--- src/rtl/pixel_threshold_pipe.sv ---
// pixel_threshold_pipe: RGB->YCbCr window threshold filter with frame-synchronous config and match counting
module pixel_threshold_pipe #(
   parameter int COLOR_W = 4,
   parameter int CNT_W = 19
) (
   input  logic                 clk,
   input  logic                 reset_n,
   input  logic                 in_valid,
   output logic                 in_ready,
   input  logic [3*COLOR_W-1:0] in_pixel,
   input  logic                 in_sof,
   input  logic                 in_eof,
   input  logic [1:0]           mode,
   input  logic [7:0]           y_min,
   input  logic [7:0]           cb_min,
   input  logic [7:0]           cb_max,
   input  logic [7:0]           cr_min,
   input  logic [7:0]           cr_max,
   output logic                 out_valid,
   input  logic                 out_ready,
   output logic [3*COLOR_W-1:0] out_pixel,
   output logic                 out_sof,
   output logic                 out_eof,
   output logic                 out_match,
   output logic [CNT_W-1:0]     match_count,
   output logic                 count_valid
);
   localparam int PW = 3*COLOR_W;
   typedef struct packed {
      logic [1:0] mode;
      logic [7:0] y_min, cb_min, cb_max, cr_min, cr_max;
   } cfg_t;
   typedef struct packed {
      logic [PW-1:0] px;
      logic          sof, eof;
      cfg_t          cfg;
   } side_t;
   localparam cfg_t CFG_RST = '{mode: 2'b00, y_min: 8'd0, cb_min: 8'd0, cb_max: 8'hff, cr_min: 8'd0, cr_max: 8'hff};
   // rows: Y, Cb, Cr; columns: R, G, B
   localparam logic signed [17:0] K [9] = '{18'sd77, 18'sd150, 18'sd29, -18'sd43, -18'sd85, 18'sd128, 18'sd128, -18'sd107, -18'sd21};

   function automatic logic [7:0] exp8(input logic [COLOR_W-1:0] c);
      logic [2*COLOR_W-1:0] d;
      d = {c, c};
      return d[2*COLOR_W-1 -: 8];
   endfunction

   function automatic logic [7:0] clamp8(input logic signed [17:0] v);
      return v[17] ? 8'd0 : v > 18'sd255 ? 8'hff : v[7:0];
   endfunction

   cfg_t               sh_cfg, live_cfg;
   side_t              s1, s2, s3;
   logic [3:1]         v;
   logic [7:0]         ch8 [3];
   logic signed [17:0] prod [9];
   logic signed [17:0] sum [3];
   logic [7:0]         ycc [3];
   logic               en, xfer, m;
   logic [PW-1:0]      sel;
   logic [CNT_W-1:0]   cnt, cnt_nx;

   assign en = !out_valid || out_ready;
   assign in_ready = en;
   assign xfer = out_valid && out_ready;
   assign live_cfg = {mode, y_min, cb_min, cb_max, cr_min, cr_max};

   always_comb begin
      for (int j = 0; j < 3; j++)
         sum[j] = ((prod[3*j] + prod[3*j+1] + prod[3*j+2]) >>> 8) + (j == 0 ? 18'sd0 : 18'sd128);
      m = ycc[0] >= s3.cfg.y_min && ycc[1] >= s3.cfg.cb_min && ycc[1] <= s3.cfg.cb_max &&
          ycc[2] >= s3.cfg.cr_min && ycc[2] <= s3.cfg.cr_max;
      sel = s3.cfg.mode == 2'd0 ? s3.px :
            s3.cfg.mode == 2'd1 ? {PW{m}} :
            s3.cfg.mode == 2'd2 ? (m ? s3.px : '0) : {3{ycc[0][7 -: COLOR_W]}};
      cnt_nx = out_sof ? CNT_W'(out_match) : cnt + CNT_W'(out_match & ~&cnt);
   end

   always_ff @(posedge clk) begin
      if (!reset_n) begin
         v <= '0;
         out_valid <= 1'b0;
         out_sof <= 1'b0;
         out_eof <= 1'b0;
         out_match <= 1'b0;
         out_pixel <= '0;
         count_valid <= 1'b0;
         match_count <= '0;
         cnt <= '0;
         sh_cfg <= CFG_RST;
      end else begin
         count_valid <= xfer && out_eof;
         if (xfer) cnt <= cnt_nx;
         if (xfer && out_eof) match_count <= cnt_nx;
         if (en) begin
            if (in_valid && in_sof) sh_cfg <= live_cfg;
            v <= {v[2:1], in_valid};
            out_valid <= v[3];
            s1 <= '{px: in_pixel, sof: in_valid & in_sof, eof: in_valid & in_eof, cfg: in_sof ? live_cfg : sh_cfg};
            for (int i = 0; i < 3; i++) ch8[i] <= exp8(in_pixel[PW-1-COLOR_W*i -: COLOR_W]);
            s2 <= s1;
            for (int i = 0; i < 9; i++) prod[i] <= K[i] * $signed({10'd0, ch8[i % 3]});
            s3 <= s2;
            for (int i = 0; i < 3; i++) ycc[i] <= clamp8(sum[i]);
            out_pixel <= sel;
            out_sof <= s3.sof;
            out_eof <= s3.eof;
            out_match <= m;
         end
      end
   end
endmodule

--- config.mk ---
export PLATFORM = sky130hd
export DESIGN_NAME = pixel_threshold_pipe
export DESIGN_NICKNAME = d
export VERILOG_FILES = /design/src/rtl/pixel_threshold_pipe.sv
export SDC_FILE = /design/constraint.sdc
export NUM_CORES = 1
export LEC_CHECK = 0
export CAP_MARGIN = 20
export CORE_MARGIN = 2
export CORE_UTILIZATION = 60
export DETAILED_ROUTE_END_ITERATION = 8
export GPL_ROUTABILITY_DRIVEN = 0
export GPL_TIMING_DRIVEN = 0
export PLACE_DENSITY = 0.89
export SYNTH_ARGS = -nofsm -noshare
export SYNTH_HDL_FRONTEND = slang
export SYNTH_SLANG_ARGS = --single-unit
--- constraint.sdc ---
create_clock -name clk -period 12 [get_ports clk]
set_input_delay 2.4 -clock clk [delete_from_list [all_inputs] [get_ports clk]]
set_output_delay 2.4 -clock clk [all_outputs]
set_load 0.02 [all_outputs]
Word level (Yosys, flattened, before mapping):

Memories as Yosys holds them, arrays and structs flattened.
Index checks and enable logic that the tools add are counted.

* $add $sub $neg: 9
* multipliers: 7
* order comparisons: 8
* equality and inequality tests: 2
* muxes and demuxes: 15
* bitwise logic cells: 3
* reduce and logical (&&, ||, !) cells: 14

Operators by type and width (number)
* adder 18 bit: 6
* two-way mux 12 bit: 4
* two-way mux 8 bit: 6
* two-way mux 42 bit: 1
* multiplier 8 x 9 -> 17 bit (first input constant): 2
* multiplier 7 x 8 -> 15 bit (first input constant): 2
* >= comparator 8 bit: 3
* adder 10 x 9 -> 11 bit (second input constant): 2
* > comparator 11 x 9 -> 1 bit (second input constant): 2
* adder 19 x 1 -> 19 bit: 1
* two-way mux 19 bit: 1
* AND reduction 19 bit: 1
* <= comparator 8 bit: 2
* multiplier 7 x 9 -> 16 bit (first input constant): 1
* multiplier 6 x 9 -> 15 bit (first input constant): 1
* multiplier 5 x 8 -> 13 bit (first input constant): 1
* > comparator 10 x 9 -> 1 bit (second input constant): 1
* logical AND 1 bit: 7
* AND reduction 2 bit: 2
* bitwise AND 1 bit: 3
* two-way mux 1 bit: 3
* == test 2 x 1 -> 1 bit (second input constant): 1
* == test 2 bit (second input constant): 1
* logical NOT 1 bit: 2
* other kinds (2): 2

* register bits: 268
* RAM bits: 210
* input port bits: 60
* output and inout bits: 37
* logic and storage cells: 103
* memories: 3

Memory list
* prod: depth 9, width 18, rd ports 9, clocked after memory_dff 0, wr ports 9, RTL line 56 `logic signed [17:0] prod [9];`
* ch8: depth 3, width 8, rd ports 3, clocked after memory_dff 0, wr ports 3, RTL line 55 `logic [7:0] ch8 [3];`
* ycc: depth 3, width 8, rd ports 3, clocked after memory_dff 0, wr ports 3, RTL line 58 `logic [7:0] ycc [3];`

Longest topological paths before layout:

Gate-level depths: netlist of run 1.
An unclocked memory read counts as a cell.

* depth in word-level cells: 10
* gate-level depth with buffers: 20

Least setup slack after synthesis of run 1:

No wires, ideal clock.

* kind: input -> register
* start point: input port out_ready
* end point: register out_pixel[1]
* setup time: 0.082 ns
* arrival: 9.357 ns
* data required time: 11.918 ns
* path slack: 2.561 ns
* stages on the path: 8
* path buffers: 1
* cell sequence: nor2b_1 -> clkbuf_1 -> inv_2 -> nand2_1 -> inv_1 -> and3_1 -> nand2_1 -> o2111ai_1

* cells in the longest elaborated chain, start to end: 1

Ends and longest elaborated chain
* start, declared: RTL line 20 `input logic out_ready,`
* logical OR 1 bit: RTL line 63 `assign en = !out_valid || out_ready;`
* via in_ready: RTL line 9 `output logic in_ready,`
* end signal, assigned: RTL line 105 `out_pixel <= sel;`
* end, declared: RTL line 21 `output logic [3*COLOR_W-1:0] out_pixel,`

The timed path passes the listed nets, and every way through them passes these cells.
A chain may end at the register's enable or synchronous reset.

Worst setup path after layout of run 1:

* start point: input port out_ready
* end point: output port in_ready

* cells in the longest elaborated chain, start to end: 1

Ends and longest elaborated chain (RTL line)
* logical OR 1 bit: 63
* end, declared: 9

Every way passes these cells.

==> flow_summary.yaml, run 1 <==
floorplanning:
  fp.dieW_um: 203
  rows: 72
  core_area_um2: 38800
  dieHeight_um: 203
  start_util_pct: 61.1
  die_area_um2: 41100
  ios: 97
power_and_ir_drop:
  p_leak_nw: 11.6
  power_density_nw_per_um2: 210
  peakVddDrop_mv: 0.126
  p_int_mw: 3.59
  power.share.sequential_pct: 33.3
  swShare_pct: 36.4
  p_comb_share_pct: 42.7
  power.share.clock_pct: 24.0
  power_switching_mw: 2.05
drt:
  vias_per_cell: 5.79
  drc: 0
  vias: 16000
  dr.first_iter.drc_count: 1208
  ant_nets: 0
  firstDrtPassIters: 5
  wl_um: 52600
  routedWlPerCell_um: 19.0
clock_tree:
  cts-resized-gates: 0
  clkTransAtPathRegs_ns: 0.06
  htree_levels: 2
  clkLatencyLatePin_ns: 0.56
  root_buffer: "clkbuf_16"
  cts_buffers: 42
  post_cts_buffers: 0
  cts_tree: "done"
  clk_path_buf_depth: 3
  postCtsHoldBufs: 0
  clkSinkCount: 386
finish:
  finalNonFillerCells: 2770
  final_util_pct: 69.1
  nNetsFinal: 2698
  mostFrequentLayoutCells: "ha_1, edfxtp_1, inv_1, nand2_1, dfxtp_1"
  n_antenna_cell: 0
  design_area_um2: 26800
  nFillCells: 2436
  final_common_cell: "ha_1"
  drive_above_1_share_pct: 6.08
  syn2layout_area_growth_pct: 13.1
synthesis:
  synth_cell_type_count: 68
  syn_inst: 2078
  synth_edf_count: 286
  avgSynthCellArea_um2: 11.4
  async_reset_ff_share_pct: 0
  ys_ff_latch: 386
  syn_nets: 2558
  synthFlopType: "edfxtp_1"
  ys_warn_count: 0
  synth_area_um2: 23700
  yosysSeqAreaShare_pct: 44.6
global_routing:
  antenna_found_initial: 0
  grtUsageTotal_pct: 26.3
  grt.overflow.total: 0
  grt_pass1_vias: 17200
  grt_use_met2_pct: 45.8
  grtUsageMet3_pct: 4.74
  grt_use_met1_pct: 32.6
  grt_max_degree: 123
  grt_pass1_wl_um: 86800
  grt-busiest-layer: "met2"
sta:
  hold_viol: 0
  fmaxAchievable_mhz: 153
  hold_slack_ns: 0.408
  min_period_ns: 6.54
  skew_ns: 0.0280
  slew_violations: 0
  finalCritPeriodShare_pct: 54.5
  tightest_slew_ns: 0.685
  rsz0062_at_grt: "no"
  setup_violations: 0
  slew_headroom_pct: 54.4
critical_path:
  cp_max_fo: 10
  setup.worst_path.end_class: "output port"
  critPathKind: "primary input to output port"
  critPathLaunchType: "primary input"
  arrival_ns: 4.14
  crit_required_ns: 9.60
placement:
  dp_cells: 2692
  port_buffers: 94
  dp_hpwl_um: 37700
  dpl_cell_area_um2: 25400
job:
  maxCapViolations: 0
outcome:
  outcome: "finished clean"
worst_hold_path:
  min_path_type: "flop to flop"
==> power by group through the flow <==
stage / logic, mW / clock network (mW) / registers, mW
6_report: 2.41 / 1.35 / 1.88
5_1_grt: 2.67 / 1.42 / 1.90
4_1_cts: 2.39 / 1.37 / 1.88
3_5_place_dp: 2.32 / 0 / 1.90
3_3_place_gp: 2.17 / 0 / 1.91
2_1_floorplan: 1.74 / 0 / 1.87
==> logic make-up (layout without fill, tap and decap cells) <==
group           after synthesis  after routing  synth area share [%]
compound gates              336            336                  9.79
buf+inv                     311            485                  4.93
fa+ha+maj                   420            420                  24.8
simple gates                444            444                  8.57
xor+xnor                    130            130                  4.86
flops                       386            386                  44.6
mux                          51             51                  2.41
==> cells in the mapped netlist (13+ instances only) <==
master     count  area share, %
ha_1         337             18
edfxtp_1     286             36
inv_1        261            4.1
nand2_1      211            3.3
dfxtp_1      100            8.4
fa_1          83            7.0
xnor2_1       81            3.0
a21oi_1       78            1.6
a21boi_0      63            2.0
nor2_1        62           0.98
xor2_1        47            1.7
o21ai_0       46           0.97
mux2_2        45            2.1
clkbuf_1      42           0.66
nand3_1       38           0.80
a21o_1        33            1.0
nor3_1        32           0.68
o21a_1        21           0.66
nor2b_1       19           0.50
o21bai_1      19           0.60
and3_1        13           0.34
o2111ai_1     13           0.48
==> registers in the layout, indices dropped and copies added, names as in the netlist, 3 cells and up <==
| register | flops |
|---|---|
| sh_cfg | 42 |
| s2 | 55 |
| match_count | 19 |
| v | 3 |
| s3 | 56 |
| out_pixel | 12 |
| prod | 95 |
| ycc | 24 |
| s1 | 55 |
| cnt | 19 |
==> worst max-delay path: stages <==
cell and delay [ns]:
clkdlybuf4s50_1 0.46, nor2b_1 0.13, clkbuf_1 0.36, inv_2 0.20, clkdlybuf4s50_1 0.59
==> path summary, 6_finish.rpt <==
| check | start | to | slack, ns | cells after the start |
|---|---|---|---|---|
| max | out_ready | in_ready | 5.46 | 5 |
| min | s2[51] | s3[51] | 0.41 | 0 |
| max reg2reg | s1[48] | prod[0][143] | 6.58 | 18 |
| min reg2reg | s2[51] | s3[51] | 0.41 | 0 |
==> through the flow <==
step | power [mW] | worst slack, ns | setup TNS [ns]
after floorplan | 3.61 | 2.56 | 0
after global placement | 4.08 | -0.0609 | -0.502
after detailed placement | 4.22 | 5.53 | 0
after CTS | 5.63 | 5.45 | 0
after global routing | 5.99 | 5.35 | 0
final | 5.64 | 5.46 | 0
==> cell type report <==
cell class | count | area, µm² | share of cell area, %
Tap cell | 518 | 648 | 2.42
Timing Repair Buffer | 96 | 996 | 3.71
Clock inverter | 24 | 304 | 1.13
Buffer | 49 | 186 | 0.695
Sequential cell | 386 | 10600 | 39.5
Multi-Input combinational cell | 1381 | 12000 | 44.6
Clock buffer | 54 | 1160 | 4.32
Inverter | 262 | 991 | 3.69
==> layer usage <==
| layer | wire [µm] | vias to the layer above | part of all wire (%) |
|---|---|---|---|
| li1 | - | 7530 | - |
| met1 | 21200 | 7830 | 40 |
| met2 | 26300 | 557 | 50 |
| met3 | 3360 | 126 | 6.4 |
| met4 | 1710 | 0 | 3.3 |
| met5 | 0 | - | 0 |
Power figures use the tool's default switching activity.
==> run 2, diff against run 1 <==
- clock period: 12 -> 6.3 ns (I/O delays scaled with it)
==> flow_summary.yaml, run 2 (synthesized netlist as in run 1, its figures left out) <==
finish:
  largest_reg_flops: 95
  reg_top3: "prod: 95 flops, s3: 56 flops"
  mostFrequentLayoutCells: "ha_1, edfxtp_1, inv_1, nand2_1, dfxtp_1"
  final_common_cell: "ha_1"
  n_antenna_cell: 0
  nNetsFinal: 2701
  multiInputGateArea_um2: 12000
  syn2layout_area_growth_pct: 13.0
  final_util_pct: 69.0
  drive_above_1_share_pct: 6.21
  largest-register: "prod"
  regArea_um2: 10600
  nFillCells: 2457
  finalNonFillerCells: 2771
drt:
  routedWlPerCell_um: 19.1
  dr.first_iter.drc_count: 1213
  vias: 16000
  drc: 0
  wl_um: 52800
  ant_nets: 0
  vias_per_cell: 5.79
  firstDrtPassIters: 6
critical_path:
  critPathKind: "flop to flop"
  crit_start: "s1[48]"
  cp_max_fo: 9
  setup.worst_path.end_class: "flop"
  crit_required_ns: 6.62
  crit_end: "prod[0][89]"
  ff2ff_path_depth: 17
  r2r-start: "s1[48]"
  arrival_ns: 5.71
  rrSetupSlack_ns: 0.91
  r2r-end: "prod[0][89]"
  critPathLaunchType: "flop"
sta:
  slew_violations: 0
  tightest_slew_ns: 0.701
  fmaxAchievable_mhz: 185
  skew_ns: 0.0350
  finalWorstSetupSlack_ns: 0.907
  finalCritPeriodShare_pct: 85.6
  rsz0062_at_grt: "no"
  min_period_ns: 5.39
  setup_violations: 0
  hold_viol: 0
  slew_headroom_pct: 53.3
  hold_slack_ns: 0.403
global_routing:
  grt.overflow.total: 0
  grt_pass1_vias: 16900
  antenna_found_initial: 0
  grt_max_degree: 49
  grtUsageTotal_pct: 26.1
  grt_pass1_wl_um: 85300
floorplanning:
  die_area_um2: 41100
  fp.dieW_um: 203
  dieHeight_um: 203
  core_area_um2: 38800
  rows: 72
  start_util_pct: 61.1
  ios: 97
clock_tree:
  clkTransAtPathRegs_ns: 0.07
  clkSinkCount: 386
  cts_buffers: 40
  root_buffer: "clkbuf_16"
  htree_levels: 2
  cts-resized-gates: 0
  clkLatencyLatePin_ns: 0.58
  post_cts_buffers: 0
  clk_path_buf_depth: 3
  postCtsHoldBufs: 0
  cts_tree: "done"
job:
  maxCapViolations: 0
worst_hold_path:
  worstHoldStart: "s1[36]"
  min_path_type: "flop to flop"
placement:
  post-place-ws_ns: 1.16
  dp_hpwl_um: 38600
  port_buffers: 94
  dp_cells: 2697
outcome:
  outcome: "finished clean"
power_and_ir_drop:
  peakVddDrop_mv: 0.232
  power_density_nw_per_um2: 396
  p_leak_nw: 11.5
  power_mw: 10.6
[run 2: cell types whose count changed in the layout (fill, tap and decap cells not counted), moves of 2 or more]
cell        previous run  this run
buf_12                 0         7
clkinvlp_4             0         4
bufinv_16              6         3
clkbuf_16             44        41
buf_16                 2         0
clkinvlp_2             1         3
[run 2: routing by layer]
| layer | global-route usage [%] | routed length [µm] |
|---|---|---|
| met3 | 3.85 | 3150 |
| met2 | 45.5 | 26400 |
| met1 | 32.0 | 20900 |
| met5 | 0 | 0 |
| met4 | 12.4 | 2380 |
[run 2: worst min-delay path by stage]
stage                     slack, ns  cells past startpoint      to
after CTS                      0.40                      0  s2[36]
final                          0.40                      0  s2[36]
after detailed placement       0.40                      0  s2[20]
after global routing           0.41                      0  s2[36]
after global placement         0.40                      0   s2[3]
after floorplan                0.40                      0   s2[0]
[run 2: final cells by class]
type	count	area share, %
buffer	49	0.733
multi-input combinational	1381	44.7
inverter	262	3.71
clock buffer	50	3.99
timing repair buffer	101	4.03
sequential	386	39.5
clock inverter	24	0.892
tap	518	2.42
[run 2: report_power, final]
part           leakage (nW)  internal (mW)  switching, mW  total [mW]
sequential             3.60           3.33          0.243        3.58
clock                 0.621           1.34           1.04        2.39
combinational          7.32           1.95           2.70        4.64
total                  11.5           6.63           3.98        10.6
[run 2: worst max-delay path, stage by stage, from the launching register on]
cell and delay [ns]:
edfxtp_1 0.63, clkbuf_1 0.35, inv_1 0.13, ha_1 0.32, clkbuf_1 0.32, inv_1 0.30
ha_1 0.37, inv_1 0.05, fa_1 0.53, fa_1 0.48, nor2b_1 0.14, o21ai_0 0.11
a21boi_0 0.26, o21ai_0 0.15, a211oi_1 0.41, nor2_1 0.12, a221oi_1 0.34, xnor2_1 0.11
[run 2: stage by stage]
stage	area (µm²)	TNS, ns
2_1_floorplan	23800	-5.13
5_1_grt	26800	0
6_report	26800	0
4_1_cts	26800	0
3_3_place_gp	25300	-608.66
3_5_place_dp	25500	0
